`config.mk`:
```
export PLATFORM = sky130hd
export DESIGN_NAME = vga_pattern_gen
export DESIGN_NICKNAME = d
export VERILOG_FILES = /design/src/rtl/vga_pattern_gen.sv
export SDC_FILE = /design/constraint.sdc
export NUM_CORES = 1
export LEC_CHECK = 0
export ABC_AREA = 1
export BUFFER_PORTS_ARGS = -buffer_cell sky130_fd_sc_hd__buf_2
export CAP_MARGIN = 0
export CORE_ASPECT_RATIO = 1.25
export CORE_UTILIZATION = 55
export DETAILED_ROUTE_END_ITERATION = 10
export PLACE_DENSITY = 0.85
export SLEW_MARGIN = 20
export SYNTH_ARGS = -nofsm -noshare
export SYNTH_HDL_FRONTEND = slang
export SYNTH_SLANG_ARGS = --single-unit
export TNS_END_PERCENT = 100
```
`constraint.sdc`:
```
create_clock -name clk -period 3.6 [get_ports clk]
set_clock_uncertainty 0.2 [all_clocks]
set_input_delay 0.54 -clock clk [delete_from_list [all_inputs] [get_ports clk]]
set_output_delay 0.54 -clock clk [all_outputs]
set_load 0.05 [all_outputs]
```
`src/rtl/vga_pattern_gen.sv`:
```
// vga_pattern_gen
//   VGA timing generator with four built-in test patterns (solid colour,
//   colour bars, checkerboard, bouncing box). A horizontal/vertical counter
//   pair advances on each pix_en tick. Every output is registered from the
//   counter value present before the tick, so all outputs share a one-tick
//   latency. Pattern mode and colour are latched once per frame, on the tick
//   that registers pixel (0,0).
//
// Ports
//   clk          system clock
//   reset_n      asynchronous active-low reset
//   pix_en       pixel tick; nothing advances while low
//   mode[1:0]    0 solid, 1 colour bars, 2 checkerboard, 3 moving box
//   sw_color[2:0]{R,G,B} enables for solid mode and the box colour
//   hsync/vsync  sync pulses, active level SYNC_ACT
//   video_on     high inside the visible area
//   pixel_x/y    registered horizontal/vertical count
//   frame_start  one-clk pulse on the tick that registers count (0,0)
//   red/green/blue colour channels, COLOR_W bits each
//
// Both H and V totals must not exceed 1024 (10-bit counters).

module vga_pattern_gen #(
  parameter int H_DISPLAY = 640,
  parameter int H_FP      = 16,
  parameter int H_SYNC    = 96,
  parameter int H_BP      = 48,
  parameter int V_DISPLAY = 480,
  parameter int V_FP      = 10,
  parameter int V_SYNC    = 2,
  parameter int V_BP      = 33,
  parameter int COLOR_W   = 4,
  parameter int SYNC_ACT  = 0,
  parameter int BOX_SIZE  = 32
) (
  input  logic               clk,
  input  logic               reset_n,
  input  logic               pix_en,
  input  logic [1:0]         mode,
  input  logic [2:0]         sw_color,
  output logic               hsync,
  output logic               vsync,
  output logic               video_on,
  output logic [9:0]         pixel_x,
  output logic [9:0]         pixel_y,
  output logic               frame_start,
  output logic [COLOR_W-1:0] red,
  output logic [COLOR_W-1:0] green,
  output logic [COLOR_W-1:0] blue
);

  localparam int H_TOTAL = H_DISPLAY + H_FP + H_SYNC + H_BP;
  localparam int V_TOTAL = V_DISPLAY + V_FP + V_SYNC + V_BP;
  localparam int BAR_W   = H_DISPLAY / 8;

  // 11-bit constants so comparisons against zero-extended counters stay
  // width-matched even when a boundary equals 1024.
  localparam logic [10:0] H_DISP_L = 11'(H_DISPLAY);
  localparam logic [10:0] HS_BEG   = 11'(H_DISPLAY + H_FP);
  localparam logic [10:0] HS_END   = 11'(H_DISPLAY + H_FP + H_SYNC);
  localparam logic [10:0] H_LAST   = 11'(H_TOTAL - 1);
  localparam logic [10:0] V_DISP_L = 11'(V_DISPLAY);
  localparam logic [10:0] VS_BEG   = 11'(V_DISPLAY + V_FP);
  localparam logic [10:0] VS_END   = 11'(V_DISPLAY + V_FP + V_SYNC);
  localparam logic [10:0] V_LAST   = 11'(V_TOTAL - 1);
  localparam logic [10:0] X_LIM    = 11'(H_DISPLAY - BOX_SIZE);
  localparam logic [10:0] Y_LIM    = 11'(V_DISPLAY - BOX_SIZE);
  localparam logic [10:0] BOX_L    = 11'(BOX_SIZE);
  localparam logic        SYNC_ON  = (SYNC_ACT != 0);

  // counters
  logic [9:0]  h_cnt_q, h_cnt_d;
  logic [9:0]  v_cnt_q, v_cnt_d;
  logic [10:0] h_ext, v_ext;

  // per-frame state
  logic [1:0]  mode_q, mode_d;
  logic [2:0]  color_q, color_d;
  logic [9:0]  box_x_q, box_x_d;
  logic [9:0]  box_y_q, box_y_d;
  logic        dx_q, dx_d;      // 1 = moving +1
  logic        dy_q, dy_d;

  // registered outputs
  logic               hsync_q, hsync_d;
  logic               vsync_q, vsync_d;
  logic               video_on_q, video_on_d;
  logic [9:0]         pixel_x_q, pixel_x_d;
  logic [9:0]         pixel_y_q, pixel_y_d;
  logic               frame_start_q, frame_start_d;
  logic [COLOR_W-1:0] red_q, red_d;
  logic [COLOR_W-1:0] green_q, green_d;
  logic [COLOR_W-1:0] blue_q, blue_d;

  // pixel-path intermediates
  logic        at_origin;
  logic        tick_origin;
  logic        vis;
  logic        hs_in, vs_in;
  logic        in_box;
  logic [10:0] box_x_ext, box_y_ext;
  logic [2:0]  bar_idx;
  logic [2:0]  rgb;

  assign h_ext       = {1'b0, h_cnt_q};
  assign v_ext       = {1'b0, v_cnt_q};
  assign at_origin   = (h_cnt_q == '0) && (v_cnt_q == '0);
  assign tick_origin = pix_en && at_origin;

  // ---------------------------------------------------------------- counters
  always_comb begin
    h_cnt_d = h_cnt_q;
    v_cnt_d = v_cnt_q;
    if (pix_en) begin
      if (h_ext == H_LAST) begin
        h_cnt_d = '0;
        if (v_ext == V_LAST) begin
          v_cnt_d = '0;
        end else begin
          v_cnt_d = v_cnt_q + 10'd1;
        end
      end else begin
        h_cnt_d = h_cnt_q + 10'd1;
      end
    end
  end

  // ----------------------------------------------------- per-frame settings
  // The box steps once per frame regardless of mode, so switching back to
  // mode 3 picks up where the motion would have been. Reaching a limit
  // flips the direction instead of stepping, so the box rests one frame at
  // each wall.
  always_comb begin
    mode_d  = mode_q;
    color_d = color_q;
    box_x_d = box_x_q;
    box_y_d = box_y_q;
    dx_d    = dx_q;
    dy_d    = dy_q;
    if (tick_origin) begin
      mode_d  = mode;
      color_d = sw_color;

      if (dx_q && ({1'b0, box_x_q} == X_LIM)) begin
        dx_d = 1'b0;
      end else if (!dx_q && (box_x_q == '0)) begin
        dx_d = 1'b1;
      end else if (dx_q) begin
        box_x_d = box_x_q + 10'd1;
      end else begin
        box_x_d = box_x_q - 10'd1;
      end

      if (dy_q && ({1'b0, box_y_q} == Y_LIM)) begin
        dy_d = 1'b0;
      end else if (!dy_q && (box_y_q == '0)) begin
        dy_d = 1'b1;
      end else if (dy_q) begin
        box_y_d = box_y_q + 10'd1;
      end else begin
        box_y_d = box_y_q - 10'd1;
      end
    end
  end

  // ------------------------------------------------------------ pixel path
  // The *_d versions of mode/colour/box are used so that pixel (0,0), which
  // is registered on the same tick that latches them, already belongs to the
  // new frame. Off the origin tick the *_d values equal the *_q values.
  always_comb begin
    vis       = (h_ext < H_DISP_L) && (v_ext < V_DISP_L);
    hs_in     = (h_ext >= HS_BEG) && (h_ext < HS_END);
    vs_in     = (v_ext >= VS_BEG) && (v_ext < VS_END);
    box_x_ext = {1'b0, box_x_d};
    box_y_ext = {1'b0, box_y_d};
    in_box    = (h_ext >= box_x_ext) && (h_ext < box_x_ext + BOX_L) &&
                (v_ext >= box_y_ext) && (v_ext < box_y_ext + BOX_L);

    // Bar index as a count of crossed bar boundaries; pixels past the eighth
    // boundary (H_DISPLAY not divisible by 8) stay on bar 7.
    bar_idx = 3'd0;
    for (int i = 1; i < 8; i++) begin
      if (h_ext >= 11'(i * BAR_W)) begin
        bar_idx = 3'(i);
      end
    end

    rgb = 3'b000;
    case (mode_d)
      2'd0:    rgb = color_d;
      2'd1:    rgb = bar_idx;
      2'd2:    rgb = {3{h_ext[5] ^ v_ext[5]}};
      default: rgb = in_box ? color_d : 3'b000;
    endcase
    if (!vis) begin
      rgb = 3'b000;
    end
  end

  // ------------------------------------------------------- output registers
  // frame_start is the one output that does not hold across idle clocks:
  // it is a single-clk pulse.
  always_comb begin
    hsync_d       = hsync_q;
    vsync_d       = vsync_q;
    video_on_d    = video_on_q;
    pixel_x_d     = pixel_x_q;
    pixel_y_d     = pixel_y_q;
    red_d         = red_q;
    green_d       = green_q;
    blue_d        = blue_q;
    frame_start_d = tick_origin;
    if (pix_en) begin
      hsync_d    = hs_in ? SYNC_ON : ~SYNC_ON;
      vsync_d    = vs_in ? SYNC_ON : ~SYNC_ON;
      video_on_d = vis;
      pixel_x_d  = h_cnt_q;
      pixel_y_d  = v_cnt_q;
      red_d      = {COLOR_W{rgb[2]}};
      green_d    = {COLOR_W{rgb[1]}};
      blue_d     = {COLOR_W{rgb[0]}};
    end
  end

  always_ff @(posedge clk or negedge reset_n) begin
    if (!reset_n) begin
      h_cnt_q       <= '0;
      v_cnt_q       <= '0;
      mode_q        <= '0;
      color_q       <= '0;
      box_x_q       <= '0;
      box_y_q       <= '0;
      dx_q          <= 1'b1;
      dy_q          <= 1'b1;
      hsync_q       <= ~SYNC_ON;
      vsync_q       <= ~SYNC_ON;
      video_on_q    <= 1'b0;
      pixel_x_q     <= '0;
      pixel_y_q     <= '0;
      frame_start_q <= 1'b0;
      red_q         <= '0;
      green_q       <= '0;
      blue_q        <= '0;
    end else begin
      h_cnt_q       <= h_cnt_d;
      v_cnt_q       <= v_cnt_d;
      mode_q        <= mode_d;
      color_q       <= color_d;
      box_x_q       <= box_x_d;
      box_y_q       <= box_y_d;
      dx_q          <= dx_d;
      dy_q          <= dy_d;
      hsync_q       <= hsync_d;
      vsync_q       <= vsync_d;
      video_on_q    <= video_on_d;
      pixel_x_q     <= pixel_x_d;
      pixel_y_q     <= pixel_y_d;
      frame_start_q <= frame_start_d;
      red_q         <= red_d;
      green_q       <= green_d;
      blue_q        <= blue_d;
    end
  end

  assign hsync       = hsync_q;
  assign vsync       = vsync_q;
  assign video_on    = video_on_q;
  assign pixel_x     = pixel_x_q;
  assign pixel_y     = pixel_y_q;
  assign frame_start = frame_start_q;
  assign red         = red_q;
  assign green       = green_q;
  assign blue        = blue_q;

endmodule

```
# Word-level counts from Yosys, hierarchy flattened
# Index checks and enable logic that the tools add are counted.
[totals]
reg_bits = 74
inputBits = 8
out_inout_bits = 36
elab_cells = 101
[op_classes]
add_sub_neg = 8
magnitude_cmp = 17
n_eq_ne = 6
muxes = 28
bitwise_logic = 1
reduce_logical = 24
[op_table]
columns = ["cell", "n"]
rows = [
  ["$mux 10", 10],
  ["$add 10x1->10 const B", 4],
  ["$ge 10x9->1 const B", 4],
  ["$logic_not 10->1", 4],
  ["$eq 10x10->1 const B", 3],
  ["$mux 3", 9],
  ["$add 10x6->11 const B", 2],
  ["$lt 10x11->1", 2],
  ["$ge 10x10->1", 2],
  ["$ge 10x10->1 const B", 2],
  ["$ge 10x8->1 const B", 2],
  ["$lt 10x10->1 const B", 2],
  ["$lt 10x9->1 const B", 2],
  ["$sub 10x1->10 const B", 2],
  ["$logic_and 1x1->1", 12],
  ["$eq 10x9->1 const B", 1],
  ["$ge 10x7->1 const B", 1],
  ["$pmux 3 s3", 1],
  ["$mux 1", 7],
  ["$reduce_and 2->1", 3],
  ["$reduce_bool 2->1", 2],
  ["$eq 2x1->1 const B", 1],
  ["$eq 2x2->1 const B", 1],
  ["$logic_not 1->1", 2],
  ["3 further kinds", 3],
]

# Logic depth before layout (Yosys ltp)
# Gate-level depths: netlist (run 1).
[logic_depth]
word_depth = 13
mapped_depth = 27
mapped_depth_nobuf = 27

# Worst setup path after synthesis (run 1)
# OpenSTA, ideal clock, no wires.
[synth_path]
kind = "reg2reg"
from = "register dx_q"
to = "register blue[0] (netlist name)"
setup_ps = 66
arrival_ps = 3157
required_time_ps = 3334
setup_slack_ps = 177
path_stages_with_launch = 26
path_buffers = 0
period_less_slack_ps = 3423
cell_sequence = "dfstp_2 -> inv_1 -> ha_1 -> or2_2 -> nand3_1 -> nand2_1 -> nand2_1 -> nand2_1 -> nand2_1 -> nand2_2 -> ha_1 -> inv_1 -> ha_1 -> nand2_1 -> a21oi_1 -> a211oi_1 -> o21ai_0 -> nand3_1 -> nand2_1 -> nand2_1 -> nand2_1 -> nand2_2 -> nand4_1 -> nand2_1 -> nand2_1 -> nand2_1"
[synth_via]
elab_chain_len = 13
word_cells_on_any_way = 16
cone_classes = "add/sub (1); order compare (2); mux (7); reduce/logical (6)"
[synth_rtl]
columns = ["element", "line_no", "text"]
rows = [
  ["from (decl)", "81", "logic dx_q, dx_d;"],
  ["from (signal assigned)", "233", "dx_q <= 1'b1;"],
  ["from (signal assigned)", "251", "dx_q <= dx_d;"],
  ["$logic_not 1->1", "146", "end else if (!dx_q && (box_x_q == '0)) begin"],
  ["$logic_and 1x1->1", "146", ""],
  ["$mux 10", "146", ""],
  ["$mux 10 *", "144", "if (dx_q && ({1'b0, box_x_q} == X_LIM)) begin"],
  ["$mux 10 *", "140", "if (tick_origin) begin"],
  ["$add 10x6->11", "176", "in_box = (h_ext >= box_x_ext) && (h_ext < box_x_ext + BOX_L) &&"],
  ["$lt 10x11->1", "176", ""],
  ["$logic_and 1x1->1 * (2 in series)", "176", ""],
  ["$logic_and 1x1->1 *", "177", "(v_ext >= box_y_ext) && (v_ext < box_y_ext + BOX_L);"],
  ["$mux 3 *", "193", "default: rgb = in_box ? color_d : 3'b000;"],
  ["$pmux 3 s3 *", "189", "case (mode_d)"],
  ["$mux 3 *", "195", "if (!vis) begin"],
]
# Every way passes the cells marked *; elsewhere a longest branch is shown, timed or not.
# A chain may end at the register's enable or synchronous reset.

# Worst setup path after layout (run 1)
[layout_path]
from = "register dy_q"
to = "register blue[0] (netlist name)"
[layout_via]
elab_chain_len = 11
word_cells_on_any_way = 15
cone_classes = "add/sub (1); order compare (2); mux (7); reduce/logical (5)"
[layout_rtl]
columns = ["element", "line_no", "text"]
rows = [
  ["from (decl)", "82", "logic dy_q, dy_d;"],
  ["from (signal assigned)", "252", "dy_q <= dy_d;"],
  ["$logic_not 1->1", "156", "end else if (!dy_q && (box_y_q == '0)) begin"],
  ["$logic_and 1x1->1", "156", ""],
  ["$mux 10", "156", ""],
  ["$mux 10 *", "154", "if (dy_q && ({1'b0, box_y_q} == Y_LIM)) begin"],
  ["$mux 10 *", "140", ""],
  ["named net box_y_d[5]", "80", "logic [9:0] box_y_q, box_y_d;"],
  ["$add 10x6->11 or $ge 10x10->1 (tied branches)", "177", ""],
  ["$lt 10x11->1 or $logic_and 1x1->1 (tied branches)", "177, 176", ""],
  ["$logic_and 1x1->1 *", "177", ""],
  ["$mux 3 *", "193", ""],
  ["$pmux 3 s3 *", "189", ""],
  ["$mux 3 *", "195", ""],
]
# The timed path passes the listed nets; every way through them passes the cells marked *.

==> qor.yml, run 1 <==
clocking:
  clock_latency_ns: 0.34
  clkTransAtPathRegs_ns: 0.06
  root_buffer: "clkbuf_16"
  cts_tree: "done"
  numCtsBuffers: 9
  cts_max_path_buffers: 2
  clock_sinks: 74
  cts_htree_levels: 3
  holdBufCountCts: 0
sta:
  setup_tns_ns: -0.142
  hold_viol: 0
  relSlewSlack: 0.406
  finalCriticalPeriod_ns: 3.66
  tightest_slew_ns: 0.891
  drv_slew: 0
  fin_crit_sh: 1.02
  rsz0062_at_grt: "yes"
  fin_ws_ns: -0.0558
  finalSetupViolations: 3
  max_freq_ghz: 0.274
critical_path:
  cp_common_cell: "nand2_1"
  crit_family: "simple AND/OR/NAND/NOR gates"
  cp-startpoint: "dy_q$_DFFE_PN1P_"
  rr_worst_depth: 26
  worstReg2RegEnd: "blue[0]$_DFFE_PN0P_"
  path_max_fanout: 6
  cp.required_ns: 3.68
  critPathKind: "flop to flop"
  critPathMaxStageDelay_ns: 0.55
  cp-start-kind: "flop"
  worst-r2r-setup-slack_ns: -0.06
  worstSetupEndpointType: "flop"
  worstPathArrival_ns: 3.73
  path_buf_inv: 2
  crit_slowest_cell: "dfstp_2"
  timing.rr.start: "dy_q$_DFFE_PN1P_"
layout:
  antenna_cells: 0
  syn_to_final_growth_pct: 19.8
  nets: 909
  layout-drive-gt1-share: 0.208
  final_util: 0.691
global_route:
  met1_usage: 0.318
  grt_start_max_net_pins: 75
  grt_busiest_layer: "met2"
  grt_pass1_vias: 5065
  grtUsageMet3: 0.0370
  grt-ovfl-total: 0
  grt_pass1_wl_um: 22500
  grt_antenna_before_repair: 0
  grt_use_total: 0.268
  use_met2: 0.475
floorplanning:
  floorplan.initialDensity: 0.577
  rows: 40
  io_pins: 44
  coreArea_um2: 9760
  die_h_um: 115
  die_w_um: 92.5
  fp.dieArea_um2: 10600
power:
  p_leak_nw: 3.40
  ir_worst_vdd_v: 0.000711
  p_per_area_nw_per_um2: 397
  power_mw: 2.68
logic_synthesis:
  syn_inst: 777
  synthTopCellsByArea: "dfrtp_1, nand2_1, ha_1"
  post_synth_num_cell_types: 36
  syn_area_per_cell_um2: 7.24
  synthesis.area_um2: 5630
  ys_seq_elements: 74
  synth.largest_area_cell: "dfrtp_1"
  ys.warnings.count: 0
  synth-async-reset-ratio: 1.00
  synth-seq-area-share: 0.330
  synth_edf_count: 0
  synth_ff_type: "dfrtp_1"
  syn-num-nets: 839
  synth_top_area_share: 0.311
placed_design:
  port_buffers: 43
  place_congestion: 0.925
  detailedPlacementHpwl_um: 10000
outcome:
  status: "finished, violations left"
  violations: "setup timing"
detailed_routing:
  wl_per_cell_um: 15.3
  drt_pass1_iterations: 7
  routed_wl_um: 14900
  ant_nets: 0
  drt_iter0_markers: 377
  num_vias: 5491
  drc: 0
  routed_via_density: 5.61
run:
  drv_cap: 0
worst_hold_path:
  hp-class: "primary input to async pin"
per-layer routing:
metal / vias up / part of all wire
li1: 2638 / -
met1: 2571 / 0.40
met2: 224 / 0.50
met3: 58 / 0.049
met4: 0 / 0.045
met5: - / 0
worst max-delay path by stage:
| stage | slack, ns | cells past startpoint | endpoint |
|---|---|---|---|
| after floorplan | 0.18 | 25 | blue[0]$_DFFE_PN0P_ |
| after global placement | 0.10 | 22 | blue[0]$_DFFE_PN0P_ |
| after global routing | -0.27 | 26 | red[0]$_DFFE_PN0P_ |
| after detailed placement | -0.03 | 25 | blue[0]$_DFFE_PN0P_ |
| final | -0.06 | 26 | blue[0]$_DFFE_PN0P_ |
| after CTS | 0.001 | 27 | blue[0]$_DFFE_PN0P_ |
cell usage after synthesis (7+ instances only):
master,number
nand2_1,241
nand2_2,9
o21ai_0,37
xnor2_1,7
nor2_4,8
nor2_1,57
inv_1,110
buf_4,9
a21oi_1,30
nor3_1,14
nand4_1,15
nand3_1,39
xor2_1,15
dfrtp_1,70
ha_1,52
registers in the layout (all words and copies together) (netlist names), 2 cells and up:
| signal | count |
|---|---|
| box_x_q | 10 |
| pixel_y | 10 |
| h_cnt_q | 10 |
| pixel_x | 10 |
| mode_q | 2 |
| v_cnt_q | 10 |
| box_y_q | 10 |
| color_q | 3 |
placed cells by master, fill, tap and decap left out, types with 6 or more instances in the layout:
| cell type | count |
|---|---|
| nand2_1 | 231 |
| inv_1 | 105 |
| dfrtp_1 | 70 |
| nor2_1 | 55 |
| buf_2 | 42 |
| nand3_1 | 36 |
| o21ai_0 | 36 |
| ha_1 | 35 |
| buf_4 | 30 |
| a21oi_1 | 24 |
| nand2_2 | 19 |
| ha_4 | 16 |
| nand4_1 | 15 |
| xor2_1 | 15 |
| nor3_1 | 13 |
| nor2_4 | 10 |
| clkbuf_16 | 9 |
| xnor2_1 | 7 |
| nand3_2 | 7 |
| a21oi_2 | 6 |
| inv_2 | 6 |
| nor2_2 | 6 |
worst register-to-register path, stage by stage (launching register included):
cell	delay, ns
dfstp_2	0.55
clkinvlp_4	0.25
ha_4	0.35
nand2_1	0.10
nand2_1	0.06
nand2_1	0.07
nand2_2	0.06
a21oi_2	0.12
xnor2_1	0.13
nand2_1	0.09
nand2_2	0.14
ha_4	0.23
inv_2	0.07
ha_4	0.20
nand2_2	0.06
a21oi_2	0.03
a211oi_1	0.21
o21ai_1	0.10
nand3_1	0.09
nand2_1	0.05
nand2_1	0.05
nand2_1	0.06
nand2_2	0.07
nand4_1	0.09
nand2_1	0.06
nand2_1	0.04
nand2_1	0.05
cells by family (layout without fill, tap and decap cells):
logic type,Yosys count,count (layout),synth area share
fa+ha+maj,54,54,0.123
simple gates,414,414,0.337
xor+xnor,22,22,0.0342
buf+inv,128,203,0.0927
compound gates,85,85,0.0831
flops,74,74,0.330
repair_timing:
item	in CTS	in global routing
pin swaps	0	22
buffers inserted	0	10
gates resized for setup	2	55
endpoints found under the setup margin	3	3
area by class of cell:
cell class,instances,area [um2]
Timing Repair Buffer,74,458
Tap cell,126,158
Clock buffer,13,250
Sequential cell,74,1860
Multi-Input combinational cell,575,3550
Fill cell,719,3010
Inverter,113,430
Clock inverter,3,40.0
report_power, final:
| group | total (mW) | internal (mW) | switching (mW) |
|---|---|---|---|
| Clock | 0.889 | 0.554 | 0.335 |
| Sequential | 1.02 | 0.926 | 0.0937 |
| Combinational | 0.772 | 0.228 | 0.544 |
| Total | 2.68 | 1.71 | 0.973 |
through the flow:
step | hold slack, ns | cell area (um2) | std cells | setup WS (ns)
floorplan | 0.0444 | 5630 | 777 | 0.177
global placement | 0.250 | 6060 | 952 | 0.102
detailed placement | 0.263 | 6060 | 952 | -0.0317
CTS | 0.160 | 6370 | 968 | 0.000997
global route | 0.213 | 6750 | 978 | -0.274
finish | 0.134 | 6750 | 978 | -0.0558
(Power assumes the default switching activity.)
==> run 2, diff against run 1 <==
Clock period 3.6 ns to 3.1 ns, I/O delays scaled along.
==> run 2 against run 1 <==
Net effect:
- the run still ends with setup timing left
- clock power up 50%
- sequential power is 13% higher
- power increased by 39%
- flip-flop and latch count did not move
- cell count is 7.7% higher
- combinational power rose by 63%
- core utilization up 8.4 points
- sequential share of layout area is 3.0 points lower
- register-to-register slack worse by 0.80 ns
- routed wire length rose by 37%
- cell area grew 12%
- count of clock-buffer cells in the layout shrank 3
==> qor.yml, run 2 (synthesized netlist as in run 1, its figures left out) <==
outcome:
  status: "finished, violations left"
  violations: "setup timing"
critical_path:
  critPathMaxStageDelay_ns: 0.56  # about the same
  cp.required_ns: 3.13  # -0.55 ns
  path_max_fanout: 5  # -1
  worstReg2RegEnd: "green[0]$_DFFE_PN0P_"
  worstSetupEndpointType: "flop"
  cp-start-kind: "flop"
  cp_common_cell: "nand2_1"
  worst-r2r-setup-slack_ns: -0.85  # -0.80 ns
  rr_worst_depth: 25  # -3.8%
  timing.rr.start: "dx_q$_DFFE_PN1P_"
  critPathKind: "flop to flop"
  crit_slowest_cell: "dfstp_2"
  worstPathArrival_ns: 3.99  # +0.26 ns
sta:
  drv_slew: 0  # unchanged
  finalCriticalPeriod_ns: 3.95  # +0.299 ns
  setup_tns_ns: -2.38  # -2.24 ns
  tightest_slew_ns: 0.954  # +0.0625 ns
  fin_ws_ns: -0.855  # -0.799 ns
  relSlewSlack: 0.364  # -0.0417
  rsz0062_at_grt: "yes"
  max_freq_ghz: 0.253  # -7.6%
  fin_crit_sh: 1.28  # +0.260
  finalSetupViolations: 3  # unchanged
  hold_viol: 0  # unchanged
clocking:
  cts_htree_levels: 3  # unchanged
  cts_max_path_buffers: 2  # unchanged
  numCtsBuffers: 9  # unchanged
  root_buffer: "clkbuf_16"
  holdBufCountCts: 0  # unchanged
  cts_tree: "done"
  clkTransAtPathRegs_ns: 0.07  # about the same
  clock_sinks: 74  # unchanged
  clock_latency_ns: 0.36  # +0.02 ns
power:
  p_per_area_nw_per_um2: 493  # +24%
  ir_worst_vdd_v: 0.000704  # -1.0%
  p_leak_nw: 3.87  # +14%
  p_clk_frac: 0.356  # +0.024
  switchingPower_mw: 1.33  # +37%
  combPwrFrac: 0.337  # +0.049
  swShare: 0.358  # -0.00524
  p_int_mw: 2.40  # +40%
  power_mw: 3.73  # +39%
  seqPwrFrac: 0.307  # -0.073
placed_design:
  detailedPlacementHpwl_um: 11200  # +12%
  place_congestion: 0.948  # +2.4%
  post-place-ws_ns: -0.505  # -0.473 ns
  port_buffers: 43  # unchanged
layout:
  final_util: 0.776  # +0.0844
  layout_commonest_cell: "nand2_1"
  syn_to_final_growth_pct: 34.5
  nets: 984  # +8.3%
  antenna_cells: 0  # unchanged
  layout-drive-gt1-share: 0.301  # +0.0932
  most-common-layout-cells: "nand2_1, inv_1, buf_4"
detailed_routing:
  drc: 0  # unchanged
  ant_nets: 0  # unchanged
  num_vias: 6516  # +19%
  wl_per_cell_um: 19.5  # +27%
  routed_via_density: 6.19  # +10%
  routed_wl_um: 20500  # +37%
  drt_pass1_iterations: 6  # -1
  drt_iter0_markers: 734  # +95%
floorplanning:
  rows: 40  # unchanged
  coreArea_um2: 9760  # unchanged
  die_w_um: 92.5  # unchanged
  die_h_um: 115  # unchanged
  floorplan.initialDensity: 0.577  # unchanged
  io_pins: 44  # unchanged
  fp.dieArea_um2: 10600  # unchanged
global_route:
  grt_use_total: 0.366  # +0.0974
  grt-ovfl-total: 0  # unchanged
  grt_pass1_vias: 6241  # +23%
  grt_start_max_net_pins: 75  # unchanged
  grt_pass1_wl_um: 29900  # +33%
  grt_antenna_before_repair: 0  # unchanged
worst_hold_path:
  hp-class: "primary input to async pin"
run:
  drv_cap: 0  # unchanged
run 2: cell count changes in the layout (fill, tap and decap cells not counted), moves of 4 or more:
| cell | change |
|---|---|
| nor2_1 | -4 |
| nand2_4 | +6 |
| nand2_1 | -8 |
| buf_4 | +72 |
| ha_1 | -4 |
| ha_4 | +5 |
| nand3_1 | -4 |
| nor2_2 | +6 |
run 2: worst max-delay path by stage:
stage | startpoint | to | depth (start not counted)
after CTS | dy_q$_DFFE_PN1P_ | green[0]$_DFFE_PN0P_ | 28
after global routing | dx_q$_DFFE_PN1P_ | red[0]$_DFFE_PN0P_ | 25
after global placement | dy_q$_DFFE_PN1P_ | blue[0]$_DFFE_PN0P_ | 22
after detailed placement | dy_q$_DFFE_PN1P_ | blue[0]$_DFFE_PN0P_ | 21
after floorplan | dy_q$_DFFE_PN1P_ | blue[0]$_DFFE_PN0P_ | 27
final | dx_q$_DFFE_PN1P_ | green[0]$_DFFE_PN0P_ | 25
run 2: worst max-delay path: cells and delay by family (launching register included):
kind / cells / cell delay (ns)
buf+inv: 6 / 0.69
flops: 1 / 0.56
simple gates: 15 / 1.48
fa+ha+maj: 2 / 0.39
compound gates: 2 / 0.49
run 2: power groups by stage:
stage	Combinational (mW)	Sequential (mW)	Clock [mW]
global placement	0.963	1.15	0
finish	1.26	1.15	1.33
detailed placement	1.00	1.16	0
floorplan	0.447	1.38	0
global route	1.33	1.15	1.35
CTS	1.11	1.14	1.30
run 2: timing repair:
item | in CTS | in global routing
endpoints found under the setup margin | 3 | 3
cloned | 1 | 0
buffers inserted | 5 | 2
resized for setup | 41 | 32
pin swaps | 27 | 24
run 2: metal layers:
metal  vias to the layer above  global-route usage  share of wire
met5                         -                   0              0
met4                         0               0.248          0.081
met3                       197              0.0721          0.094
met2                       564               0.623           0.48
met1                      2969               0.414           0.35
li1                       2786                   -              -
run 2: cell type report:
| class | instances | area, um2 |
|---|---|---|
| clock buffer | 10 | 239 |
| clock inverter | 6 | 138 |
| inverter | 113 | 434 |
| fill | 543 | 2190 |
| multi-input combinational | 576 | 3710 |
| timing repair buffer | 148 | 1040 |
| sequential | 74 | 1860 |
| tap | 126 | 158 |
run 2: metrics by stage:
step	std cells	cell area (um2)	hold slack, ns
after floorplan	777	5730	-0.0306
after global placement	1029	6750	0.255
after detailed placement	1029	6750	0.264
after CTS	1051	7410	0.0878
after global routing	1053	7570	0.154
final	1053	7570	0.0524
